**src/rtl/pkt_router.sv**
```systemverilog
// rtl/pkt_router.sv - host packet deframer routing payload bytes to N_DEST slave channels
// Frame: PREFIX, dev addr, dest idx, LEN, LEN payload bytes, check byte; cut-through or store-and-forward.
module pkt_router #(
   parameter int         N_DEST      = 4,
   parameter logic [7:0] DEV_ADDR    = 8'h01,
   parameter logic [7:0] PREFIX      = 8'hDD,
   parameter int         CHK_MODE    = 0,
   parameter int         BUFFERED    = 0,
   parameter int         MAX_LEN     = 64,
   parameter int         TIMEOUT_CYC = 48000
) (
   input  logic              clk,
   input  logic              n_rst,
   input  logic [7:0]        rx_data,
   input  logic              rx_valid,
   input  logic              out_ready,
   output logic [7:0]        master_data,
   output logic [N_DEST-1:0] valid_bus,
   output logic              pkt_done,
   output logic              pkt_ok,
   output logic [2:0]        err_code
);

   localparam int DW    = (N_DEST > 1) ? $clog2(N_DEST) : 1;
   localparam int DEPTH = (BUFFERED != 0) ? MAX_LEN : 1;
   localparam int AW    = (DEPTH > 1) ? $clog2(DEPTH) : 1;
   localparam int TW    = $clog2(TIMEOUT_CYC + 1);

   localparam logic [TW-1:0]     TO_LAST   = TW'(TIMEOUT_CYC - 1);
   localparam logic [7:0]        N_DEST_B  = 8'(N_DEST);
   localparam logic [7:0]        MAX_LEN_B = 8'(MAX_LEN);
   localparam logic [N_DEST-1:0] ONE_HOT0  = N_DEST'(1);

   localparam logic [2:0] ERR_NONE    = 3'd0;
   localparam logic [2:0] ERR_CHK     = 3'd1;
   localparam logic [2:0] ERR_DEST    = 3'd2;
   localparam logic [2:0] ERR_LEN     = 3'd3;
   localparam logic [2:0] ERR_TIMEOUT = 3'd4;
   localparam logic [2:0] ERR_OVERRUN = 3'd5;

   typedef enum logic [2:0] {
      S_IDLE, S_ADDR, S_DEST, S_LEN, S_DATA, S_SKIP, S_CHK, S_DRAIN
   } state_t;

   state_t            state_q;
   logic              addr_ok_q, dest_ok_q, len_ok_q;
   logic [DW-1:0]     dest_q;
   logic [7:0]        len_q, cnt_q, rd_ptr_q;
   logic [7:0]        acc_q, acc_d;
   logic [TW-1:0]     to_cnt_q, to_cnt_d;
   logic [7:0]        master_data_q;
   logic [N_DEST-1:0] valid_bus_q;
   logic              pkt_done_q, pkt_ok_q;
   logic [2:0]        err_code_q;
   logic [7:0]        buf_q [DEPTH];

   logic              in_frame, timeout, chk_ok, frame_ok, len_ok_d;
   logic [2:0]        chk_err;

   function automatic logic [7:0] chk_next(input logic [7:0] acc, input logic [7:0] b);
      logic [7:0] c;
      c = acc ^ b;
      if (CHK_MODE == 0) begin
         c = acc + b;
      end else if (CHK_MODE == 2) begin
         // CRC-8, polynomial x^8+x^2+x+1, MSB first
         for (int i = 0; i < 8; i++) begin
            c = c[7] ? ({c[6:0], 1'b0} ^ 8'h07) : {c[6:0], 1'b0};
         end
      end
      return c;
   endfunction

   assign in_frame = (state_q != S_IDLE) && (state_q != S_DRAIN);
   assign timeout  = in_frame && !rx_valid && (to_cnt_q == TO_LAST);
   assign chk_ok   = (rx_data == acc_q);
   assign frame_ok = addr_ok_q && dest_ok_q && len_ok_q && chk_ok;
   assign len_ok_d = (BUFFERED == 0) || (rx_data <= MAX_LEN_B);

   always_comb begin
      acc_d    = chk_next(acc_q, rx_data);
      to_cnt_d = rx_valid ? '0 : to_cnt_q + 1'b1;
      chk_err  = ERR_NONE;
      // A frame for another device is dropped silently whatever else is wrong with it
      if (addr_ok_q) begin
         if (!dest_ok_q)     chk_err = ERR_DEST;
         else if (!len_ok_q) chk_err = ERR_LEN;
         else if (!chk_ok)   chk_err = ERR_CHK;
      end
   end

   always_ff @(posedge clk) begin
      if ((BUFFERED != 0) && (state_q == S_DATA) && rx_valid) begin
         buf_q[cnt_q[AW-1:0]] <= rx_data;
      end
   end

   always_ff @(posedge clk or negedge n_rst) begin
      if (!n_rst) begin
         state_q       <= S_IDLE;
         addr_ok_q     <= 1'b0;
         dest_ok_q     <= 1'b0;
         len_ok_q      <= 1'b0;
         dest_q        <= '0;
         len_q         <= '0;
         cnt_q         <= '0;
         rd_ptr_q      <= '0;
         acc_q         <= '0;
         to_cnt_q      <= '0;
         master_data_q <= '0;
         valid_bus_q   <= '0;
         pkt_done_q    <= 1'b0;
         pkt_ok_q      <= 1'b0;
         err_code_q    <= ERR_NONE;
      end else begin
         pkt_done_q <= 1'b0;
         if (state_q != S_DRAIN) valid_bus_q <= '0;
         to_cnt_q <= in_frame ? to_cnt_d : '0;

         if (timeout) begin
            pkt_done_q <= 1'b1;
            pkt_ok_q   <= 1'b0;
            err_code_q <= ERR_TIMEOUT;
            state_q    <= S_IDLE;
         end else begin
            case (state_q)
               S_IDLE: begin
                  if (rx_valid && (rx_data == PREFIX)) begin
                     err_code_q <= ERR_NONE;
                     pkt_ok_q   <= 1'b0;
                     acc_q      <= '0;
                     state_q    <= S_ADDR;
                  end
               end
               S_ADDR: begin
                  if (rx_valid) begin
                     addr_ok_q <= (rx_data == DEV_ADDR);
                     state_q   <= S_DEST;
                  end
               end
               S_DEST: begin
                  if (rx_valid) begin
                     dest_q    <= rx_data[DW-1:0];
                     dest_ok_q <= (rx_data < N_DEST_B);
                     state_q   <= S_LEN;
                  end
               end
               S_LEN: begin
                  if (rx_valid) begin
                     len_q    <= rx_data;
                     len_ok_q <= len_ok_d;
                     cnt_q    <= '0;
                     if (rx_data == 8'd0)                           state_q <= S_CHK;
                     else if (!addr_ok_q || !dest_ok_q || !len_ok_d) state_q <= S_SKIP;
                     else                                            state_q <= S_DATA;
                  end
               end
               S_DATA: begin
                  if (rx_valid) begin
                     acc_q <= acc_d;
                     cnt_q <= cnt_q + 8'd1;
                     if (BUFFERED == 0) begin
                        master_data_q <= rx_data;
                        valid_bus_q   <= ONE_HOT0 << dest_q;
                     end
                     if (cnt_q + 8'd1 == len_q) state_q <= S_CHK;
                  end
               end
               S_SKIP: begin
                  if (rx_valid) begin
                     cnt_q <= cnt_q + 8'd1;
                     if (cnt_q + 8'd1 == len_q) state_q <= S_CHK;
                  end
               end
               S_CHK: begin
                  if (rx_valid) begin
                     pkt_done_q <= 1'b1;
                     pkt_ok_q   <= frame_ok;
                     err_code_q <= chk_err;
                     // The first buffered byte is presented together with pkt_done
                     if ((BUFFERED != 0) && frame_ok && (len_q != 8'd0)) begin
                        master_data_q <= buf_q[0];
                        valid_bus_q   <= ONE_HOT0 << dest_q;
                        rd_ptr_q      <= 8'd1;
                        state_q       <= S_DRAIN;
                     end else begin
                        state_q <= S_IDLE;
                     end
                  end
               end
               S_DRAIN: begin
                  if (rx_valid) err_code_q <= ERR_OVERRUN;
                  if (out_ready) begin
                     if (rd_ptr_q == len_q) begin
                        valid_bus_q <= '0;
                        state_q     <= S_IDLE;
                     end else begin
                        master_data_q <= buf_q[rd_ptr_q[AW-1:0]];
                        rd_ptr_q      <= rd_ptr_q + 8'd1;
                     end
                  end
               end
               default: state_q <= S_IDLE;
            endcase
         end
      end
   end

   assign master_data = master_data_q;
   assign valid_bus   = valid_bus_q;
   assign pkt_done    = pkt_done_q;
   assign pkt_ok      = pkt_ok_q;
   assign err_code    = err_code_q;

endmodule

```
**config.mk**
```make
export PLATFORM = sky130hd
export DESIGN_NAME = pkt_router
export DESIGN_NICKNAME = d
export VERILOG_FILES = /design/src/rtl/pkt_router.sv
export SDC_FILE = /design/constraint.sdc
export NUM_CORES = 1
export LEC_CHECK = 0
export CAP_MARGIN = 20
export CORE_MARGIN = 4
export CORE_UTILIZATION = 35
export DETAILED_ROUTE_END_ITERATION = 10
export GPL_TIMING_DRIVEN = 0
export PLACE_DENSITY = 0.62
export SYNTH_ARGS = -nofsm -noshare
export SYNTH_HDL_FRONTEND = slang
export SYNTH_SLANG_ARGS = --single-unit
```
**constraint.sdc**
```tcl
create_clock -name clk -period 6.5 [get_ports clk]
set_input_delay 1.95 -clock clk [delete_from_list [all_inputs] [get_ports clk]]
set_output_delay 1.95 -clock clk [all_outputs]
set_load 0.01 [all_outputs]
```
==> results, run 1 <==
- The flow ran to the end, and the final reports show no timing, DRC or antenna violations.
- The most common library cell in the layout ignoring fill and taps is sky130_fd_sc_hd__dfrtp_1.
- The minimum hold slack is approximately 0.49 ns.
- Across the run, the number of max-cap violations was 0.
- The kind of critical path is input port to register.
- The area of the die is 13600 µm².
- The total number of vias is 3234.
- The row count is 39.
- Global routing used around a quarter of the available met2 tracks.
- Setup violations remaining at the end of the flow were counted as 0.
- The clock passes through at most 2 buffers.
- The post-cts hold buffer count is 0.
- The tree is rooted in a sky130_fd_sc_hd__clkbuf_16.
- The number of global-route vias before repair was 3211.
- The number of port buffers is 28.
- The width of the chip is around 120 µm.
- By area, the combinational part of the netlist is dominated by simple AND/OR/NAND/NOR gates.
- The post-route DRC violation count is 0.
- After synthesis, the netlist uses 61 different library cells.
- The number of placed I/O pins is 29.
- For this run, the top clock speed supported by timing is 247 MHz.
- After synthesis, the share of flip-flops with an asynchronous set or reset is 100%.
- In the global route stage, met3 resource usage came out at 2.64%.
- TritonCTS created 9 clock buffers.
- The final layout net count is between 400 and 500.
- The number of warnings reported in the yosys synthesis log is 0.
- The count of nets left with antenna violations once routing finished came out at 0.
- CTS built an H-tree with a depth of 3.
- Routability-driven placement finished with a final weighted congestion of 0.827.
- The clock net sink count is 73.
- The leakage component of the power is 0.00210 µW.
- The clock tree from TritonCTS is built.
- Yosys mapped a number of flops with a built-in enable equal to 0.
- The average wire per standard cell is 15.8 µm.
- The required time of the critical path is 6.74 ns.
- The wire length of the first global-routing pass is 16.1 mm.
- Global routing consumed, over all layers together, 15.3% of the routing resources.
- The final global-route overflow total is 0.
- The portion of netlist area occupied by mux cells is 6.23%.
- Dividing the final minimum period by the clock period gives between 60% and 70%.
- After Yosys synthesis, full adders, half adders and majority gates account for 3.53% of the synthesized area.
- Cells with a size suffix above 1 make up roughly a tenth of the layout.
- The number of cells produced by synthesis is 417.
- The worst pin sits at a relative slew slack of 59.6%.
- The number of pins with negative max-slew slack in the final report was 0.
- The kind of end point of the critical path is a register.
- The most utilized layer in the global route result is met2.
- The number of cells in the finished layout apart from fillers is between 600 and 700.
- Counting tap cells, the placed design contains a total of 589 instances.
- The beginning of the worst register-to-register path is to_cnt_q[0].
- With fillers left out, the area of the finished cells amounts to slightly below 5000 µm².
- The synthesized netlist devotes 13.1% of its cell area to compound gates.
- Synthesis produced a netlist with a net count of 440.
- The synthesis-stage register bit count is 73.
- Summing all placed instances gives a cell area of 4600 µm².
- The XOR/XNOR share of the synthesized area is 9.79%.
- The buffers inserted during post-CTS setup optimization is 0.
- In the layout the commonest cells are 73 x sky130_fd_sc_hd__dfrtp_1, 41 x sky130_fd_sc_hd__nand2_1, 37 x sky130_fd_sc_hd__nor2_1, 32 x sky130_fd_sc_hd__xor2_1, 27 x sky130_fd_sc_hd__clkdlybuf4s50_1.
- The first-iteration detailed-routing DRC count is 259.
- The largest vdd supply drop is just over 0.2 mV.
- The clock latency of the later-clocked register in the worst-skew pair is roughly 0.33 ns.
- Entering global routing, the biggest net connects 49 pins.
- The largest clock skew in the final design is 0.00651 ns.
- The detailed-routing iteration count for the pre-antenna-repair pass is 4.
- After clock tree synthesis, the repair step resized 0 gates.
- The clock input transition at the sequential cells of the worst setup and hold paths is 0.06 ns.
- The worst setup path is launched from an input port.
- The repair_antennas step left the layout with diodes totalling 0.
- The met1 track utilization from global routing is between 20 and 25%.
- Compared with the post-synthesis result, the final layout area differs by 19.7%.
- Sequential elements use roughly 44% of the synthesized area.
- The area inside the core boundary is 11500 µm².
- Among all flip-flop cells after synthesis, the most frequent one is sky130_fd_sc_hd__dfrtp_1.
- Once the floorplan was initialized, standard cells occupied 35.9% of the core.
- The number of antenna violations at the first check in global routing came to 0.
- The final hold violation count is 0.
- The completed layout was analyzed and its total power is approximately 1900 µW.
- The final period demand of the worst path is slightly above 4 ns.
- Along the worst path, the maximum fanout reaches 10.
- In this run the most critical hold path is launched from valid_bus[2].
- The chip height is 116 µm.
- STA puts the critical path data arrival time at between 4 and 5 ns.
- The routed via count divided by cell count is 5.35.
- The class of the worst hold path is register to register.
- In the final timing run, aggregate negative setup slack is 0 ns.
- After synthesis the cells add up to 4120 µm².
- Tracing the worst setup path back leads to its startpoint at rx_data[1].
- For this block, the routed nets add up to 9.55 mm of wire.
- Setup repair after global routing left no endpoint under its margin.
- The transition time of the tightest slew-check pin is 0.603 ns.
- The area fraction in and, or, nand and nor cells after synthesis is 20.8%.
- The post-synthesis area per instance is about 9.9 µm².
- For this design the ratio of total power to cell area is approximately 390 nW/µm².
- The sum of net half-perimeters after detailed placement is about 6.8 mm.
## state kept, by name, summed over array words and instances (netlist names), 2 cells and up
| name | flops |
|---|---|
| acc_q | 8 |
| cnt_q | 8 |
| dest_q | 2 |
| err_code | 3 |
| len_q | 8 |
| master_data | 8 |
| rd_ptr_q | 8 |
| state_q | 3 |
| to_cnt_q | 16 |
| valid_bus | 4 |
## stage by stage
stage	util [%]	worst slack [ns]
global placement	39.9	0.887
floorplan	-	3.01
CTS	43.0	2.46
finish	43.0	2.45
detailed placement	40.1	2.13
global route	43.0	2.27
## synth_stat cells (all sizes together), types with 4 or more instances
| cell type | instances | area (µm²) |
|---|---|---|
| dfrtp | 73 | 1830 |
| nand2 | 41 | 154 |
| nor2 | 38 | 145 |
| xor2 | 32 | 280 |
| mux2 | 21 | 236 |
| clkbuf | 16 | 60.1 |
| nand3 | 16 | 80.1 |
| o21ai | 16 | 80.1 |
| a21oi | 15 | 78.8 |
| xnor2 | 14 | 123 |
| nand4 | 11 | 68.8 |
| nor3 | 11 | 55.1 |
| and2 | 10 | 63.8 |
| ha | 10 | 125 |
| nand2b | 7 | 43.8 |
| nor4 | 7 | 58.8 |
| a21o | 5 | 37.5 |
| inv | 5 | 18.8 |
| a211oi | 4 | 35.0 |
| and3 | 4 | 25.0 |
| o31ai | 4 | 30.0 |
| or3 | 4 | 25.0 |
## critical path, stage by stage
cell and delay, ns:
sky130_fd_sc_hd__clkdlybuf4s50_1 0.60, sky130_fd_sc_hd__nand2b_1 0.25, sky130_fd_sc_hd__or4_1 0.59, sky130_fd_sc_hd__o21ai_0 0.24
sky130_fd_sc_hd__nand2_1 0.12, sky130_fd_sc_hd__clkbuf_1 0.25, sky130_fd_sc_hd__o31ai_1 0.29
## report_power, final
| group | total (µW) | switching (µW) | internal (µW) |
|---|---|---|---|
| registers | 684 | 111 | 573 |
| logic | 708 | 371 | 337 |
| clock network | 530 | 191 | 340 |
| total | 1920 | 672 | 1250 |
## path summary, 6_finish.rpt
| kind | cells after the start | endpoint | slack, ns |
|---|---|---|---|
| max in group asynchronous | 2 | rd_ptr_q[2] | 4.42 |
| min in group asynchronous | 1 | to_cnt_q[0] | 1.53 |
| worst max register to register | 7 | master_data[6] | 3.97 |
| worst min register to register | 2 | valid_bus[2] | 0.49 |
| worst min-delay path | 2 | valid_bus[2] | 0.49 |
| worst max-delay path | 7 | acc_q[4] | 2.45 |
## routing by layer
layer / vias up / part of all wire [%]
met2: 46 / 47
met3: 13 / 3.0
met4: 0 / 1.9
met1: 1588 / 48
li1: 1587 / -
met5: - / 0
## layout make-up
type | count | area (µm²)
flip-flops and latches | 73 | 1830
clock inverters | 3 | 46.3
plain buffers | 18 | 68.8
well taps | 143 | 179
inverters | 5 | 18.8
multi-input cells | 321 | 2200
clock buffers | 13 | 280
fillers | 1101 | 6540
repair buffers | 29 | 305
## kinds of logic after synthesis
logic type	count (synthesis)
DFF	73
AOI/OAI and AO/OA	76
and+or+nand+nor	165
buffers and inverters	23
adders and majority gates	11
xor gates and xnor gates	46
muxes	23
(Power assumes the default switching activity.)
==> run 2: changes to the inputs <==
--- a/config.mk
+++ b/config.mk
@@ -10,7 +10,7 @@
 export CORE_UTILIZATION = 35
 export DETAILED_ROUTE_END_ITERATION = 10
 export GPL_TIMING_DRIVEN = 0
-export PLACE_DENSITY = 0.62
+export PLACE_DENSITY = 0.64
 export SYNTH_ARGS = -nofsm -noshare
 export SYNTH_HDL_FRONTEND = slang
 export SYNTH_SLANG_ARGS = --single-unit
==> constraint.sdc (replaced) <==
create_clock -name clk -period 3.5 [get_ports clk]
set_input_delay 1.05 -clock clk [delete_from_list [all_inputs] [get_ports clk]]
set_output_delay 1.05 -clock clk [all_outputs]
set_load 0.01 [all_outputs]
==> run 2 against run 1 <==
  * Via count is 0.31% higher
  * Global-route usage is 0.26 points lower
  * Sequential share of layout area is 0.38 points higher
  * Non-clock buffer count stayed put
  * Critical endpoint is now acc_q[3]
==> results, run 2 (synthesis results as in run 1) <==
- The flow ran to the end, and the final reports show no timing, DRC or antenna violations.
- The max-capacitance violation count came to 0 (unchanged).
- The final cycle utilization of the critical path is between 80% and 90%.
- The most common library cell in the layout ignoring fill and taps is sky130_fd_sc_hd__dfrtp_1.
- The total of endpoints with negative setup slack in the final report came to 0 (unchanged).
- The sum of net half-perimeters after detailed placement is 6.83 mm (-0.18%).
- The post-detailed-routing wire length was 9.46 mm (-0.95%).
- The required time of the critical path was 3.73 ns (-3.01 ns).
- Counting flops per register, the top entry is to_cnt_q.
- The number of buffers created by CTS was 9 (unchanged).
- The root buffer cell chosen for the clock tree is sky130_fd_sc_hd__clkbuf_16.
- The clock tree from TritonCTS is built.
- The number of port buffers is 28 (unchanged).
- The number of gates resized after CTS is 0 (unchanged).
- The largest net degree at the start of global routing is 46 (-6.1%).
- The number of placed I/O pins came to 29 (unchanged).
- The wire length of the first global-routing pass was 16.0 mm (-0.90%).
- The routed via count divided by cell count is 5.36 (+0.31%).
- The clock latency of the later-clocked register in the worst-skew pair came to 0.33 ns (about the same).
- The total number of vias was 3244 (+0.31%).
- Setup repair after global routing left no endpoint under its margin.
- The worst relative slew slack is 55.8% (-3.8 points).
- The buffers inserted during post-CTS setup optimization is 0 (unchanged).
- The width of the chip is 116 µm (unchanged).
- The minimum hold slack is 0.492 ns (+0.00608 ns).
- The last weighted congestion value of the routability-driven placer was 0.870 (+5.2%).
- The maximum clock path buffer count is 2 (unchanged).
- The final hold violation count came to 0 (unchanged).
- The area of the die is 13600 µm² (unchanged).
- The remaining number of nets flagged by the antenna check after routing was 0 (unchanged).
- STA classifies the critical path endpoint as a register.
- The power density over the cells is 705 nW/µm² (+81%).
- The clock net sink count is 73 (unchanged).
- Based on the critical path, the design can be clocked at up to 318 MHz.
- The library cells used most frequently in the layout, excluding fill and tap cells, are 73 x sky130_fd_sc_hd__dfrtp_1, 41 x sky130_fd_sc_hd__nand2_1, 37 x sky130_fd_sc_hd__nor2_1, 32 x sky130_fd_sc_hd__xor2_1, 27 x sky130_fd_sc_hd__clkdlybuf4s50_1.
- The final layout net count is 480 (unchanged).
- The flip-flop count of the largest register after layout was 16 (unchanged).
- The post-route DRC violation count is 0 (unchanged).
- The min-delay analysis places its worst path in the category register to register.
- The detailed-routing iteration count for the pre-antenna-repair pass is 4 (unchanged).
- The transition time of the tightest slew-check pin is 0.660 ns (+0.0574 ns).
- The chip height is 116 µm (unchanged).
- The area inside the core boundary is 11500 µm² (unchanged).
- The critical-path maximum fanout is 10 (unchanged).
- The number of inserted diodes is 0 (unchanged).
- The first-iteration detailed-routing DRC count is 209 (-19%).
- The largest clock skew in the final design is 0.00972 ns (+0.00321 ns).
- The final global-route overflow total was 0 (unchanged).
- The leakage component of the power came to 0.00207 µW (-1.2%).
- The initial standard-cell utilization of the core is 35.9% (unchanged).
- The number of pins with negative max-slew slack in the final report is 0 (unchanged).
- The ratio of cells with drive above 1 in the final layout was 9.96% (-0.65 points).
- The final cell utilization of the core is 42.5% (-0.44 points).
- The depth of the CTS H-tree is 3 (unchanged).
- The average wire per standard cell is 15.6 µm (-0.95%).
- The number of antenna violations at the first check in global routing was 0 (unchanged).
- The growth of design area from synthesis to finish is 18.5%.
- STA classifies the critical path startpoint as an input port.
- The post-cts hold buffer count is 0 (unchanged).
- The all-layer global routing usage was 15.0% (-0.26 points).
- The clock input transition at the sequential cells of the worst setup and hold paths came to 0.06 ns (about the same).
- The number of global-route vias before repair is 3201 (-0.31%).
- The largest vdd supply drop is 0.466 mV (+130%).
- The final period demand of the worst path is ~3.1 ns.
- The data arrival time of the critical path is 3.38 ns (-0.91 ns).
- The kind of critical path is input port to register.
- The row count is 39 (unchanged).
[run 2: cell types whose count changed in the layout (fill, tap and decap cells not counted)]
cell | previous run | this run
sky130_fd_sc_hd__clkbuf_1 | 16 | 19
sky130_fd_sc_hd__clkbuf_8 | 4 | 2
sky130_fd_sc_hd__bufinv_16 | 1 | 0
sky130_fd_sc_hd__clkinv_2 | 0 | 1
sky130_fd_sc_hd__clkinv_4 | 1 | 0
[run 2: per-layer routing]
metal	up-vias	GRT usage, %	share of wire [%]
li1	1580	-	-
met1	1587	20.7	46
met2	64	23.7	48
met3	13	2.95	4.0
met4	0	5.34	1.7
met5	-	0	0
[run 2: area by class of cell]
class	instances	area, µm²
plain buffers	18	68.8
flip-flops and latches	73	1830
clock buffers	14	264
fillers	1060	6590
repair buffers	29	305
inverters	5	18.8
clock inverters	2	12.5
multi-input cells	321	2200
well taps	143	179
[run 2: final timing paths]
check,slack (ns),end,cells past startpoint,startpoint
max,0.35,acc_q[3],7,rx_data[7]
min,0.49,acc_q[2],2,acc_q[2]
max reg2reg,0.97,master_data[4],7,to_cnt_q[0]
min reg2reg,0.49,acc_q[2],2,acc_q[2]
max in group asynchronous,2.30,rd_ptr_q[0],2,n_rst
min in group asynchronous,0.65,to_cnt_q[0],1,n_rst
[run 2: critical path: stages]
cell	delay [ns]
sky130_fd_sc_hd__clkdlybuf4s50_1	0.75
sky130_fd_sc_hd__nand4_1	0.13
sky130_fd_sc_hd__or4_1	0.56
sky130_fd_sc_hd__o21ai_0	0.21
sky130_fd_sc_hd__nand2_1	0.11
sky130_fd_sc_hd__clkbuf_1	0.25
sky130_fd_sc_hd__o31ai_1	0.31
[run 2: where the power goes]
part	internal, µW	switching, µW
Combinational	627	691
Sequential	1070	203
Clock	518	335
[run 2: per-stage QoR]
| step | area (µm²) | setup WS, ns | setup TNS, ns | cells | power, µW |
|---|---|---|---|---|---|
| after floorplan | 4120 | 0.910 | 0 | 417 | 2170 |
| after global placement | 4580 | -1.19 | -86.17 | 588 | 2550 |
| after detailed placement | 4600 | 0.0248 | 0 | 589 | 2590 |
| after CTS | 4880 | 0.363 | 0 | 605 | 3470 |
| after global routing | 4880 | 0.182 | 0 | 605 | 3690 |
| final | 4880 | 0.353 | 0 | 605 | 3440 |
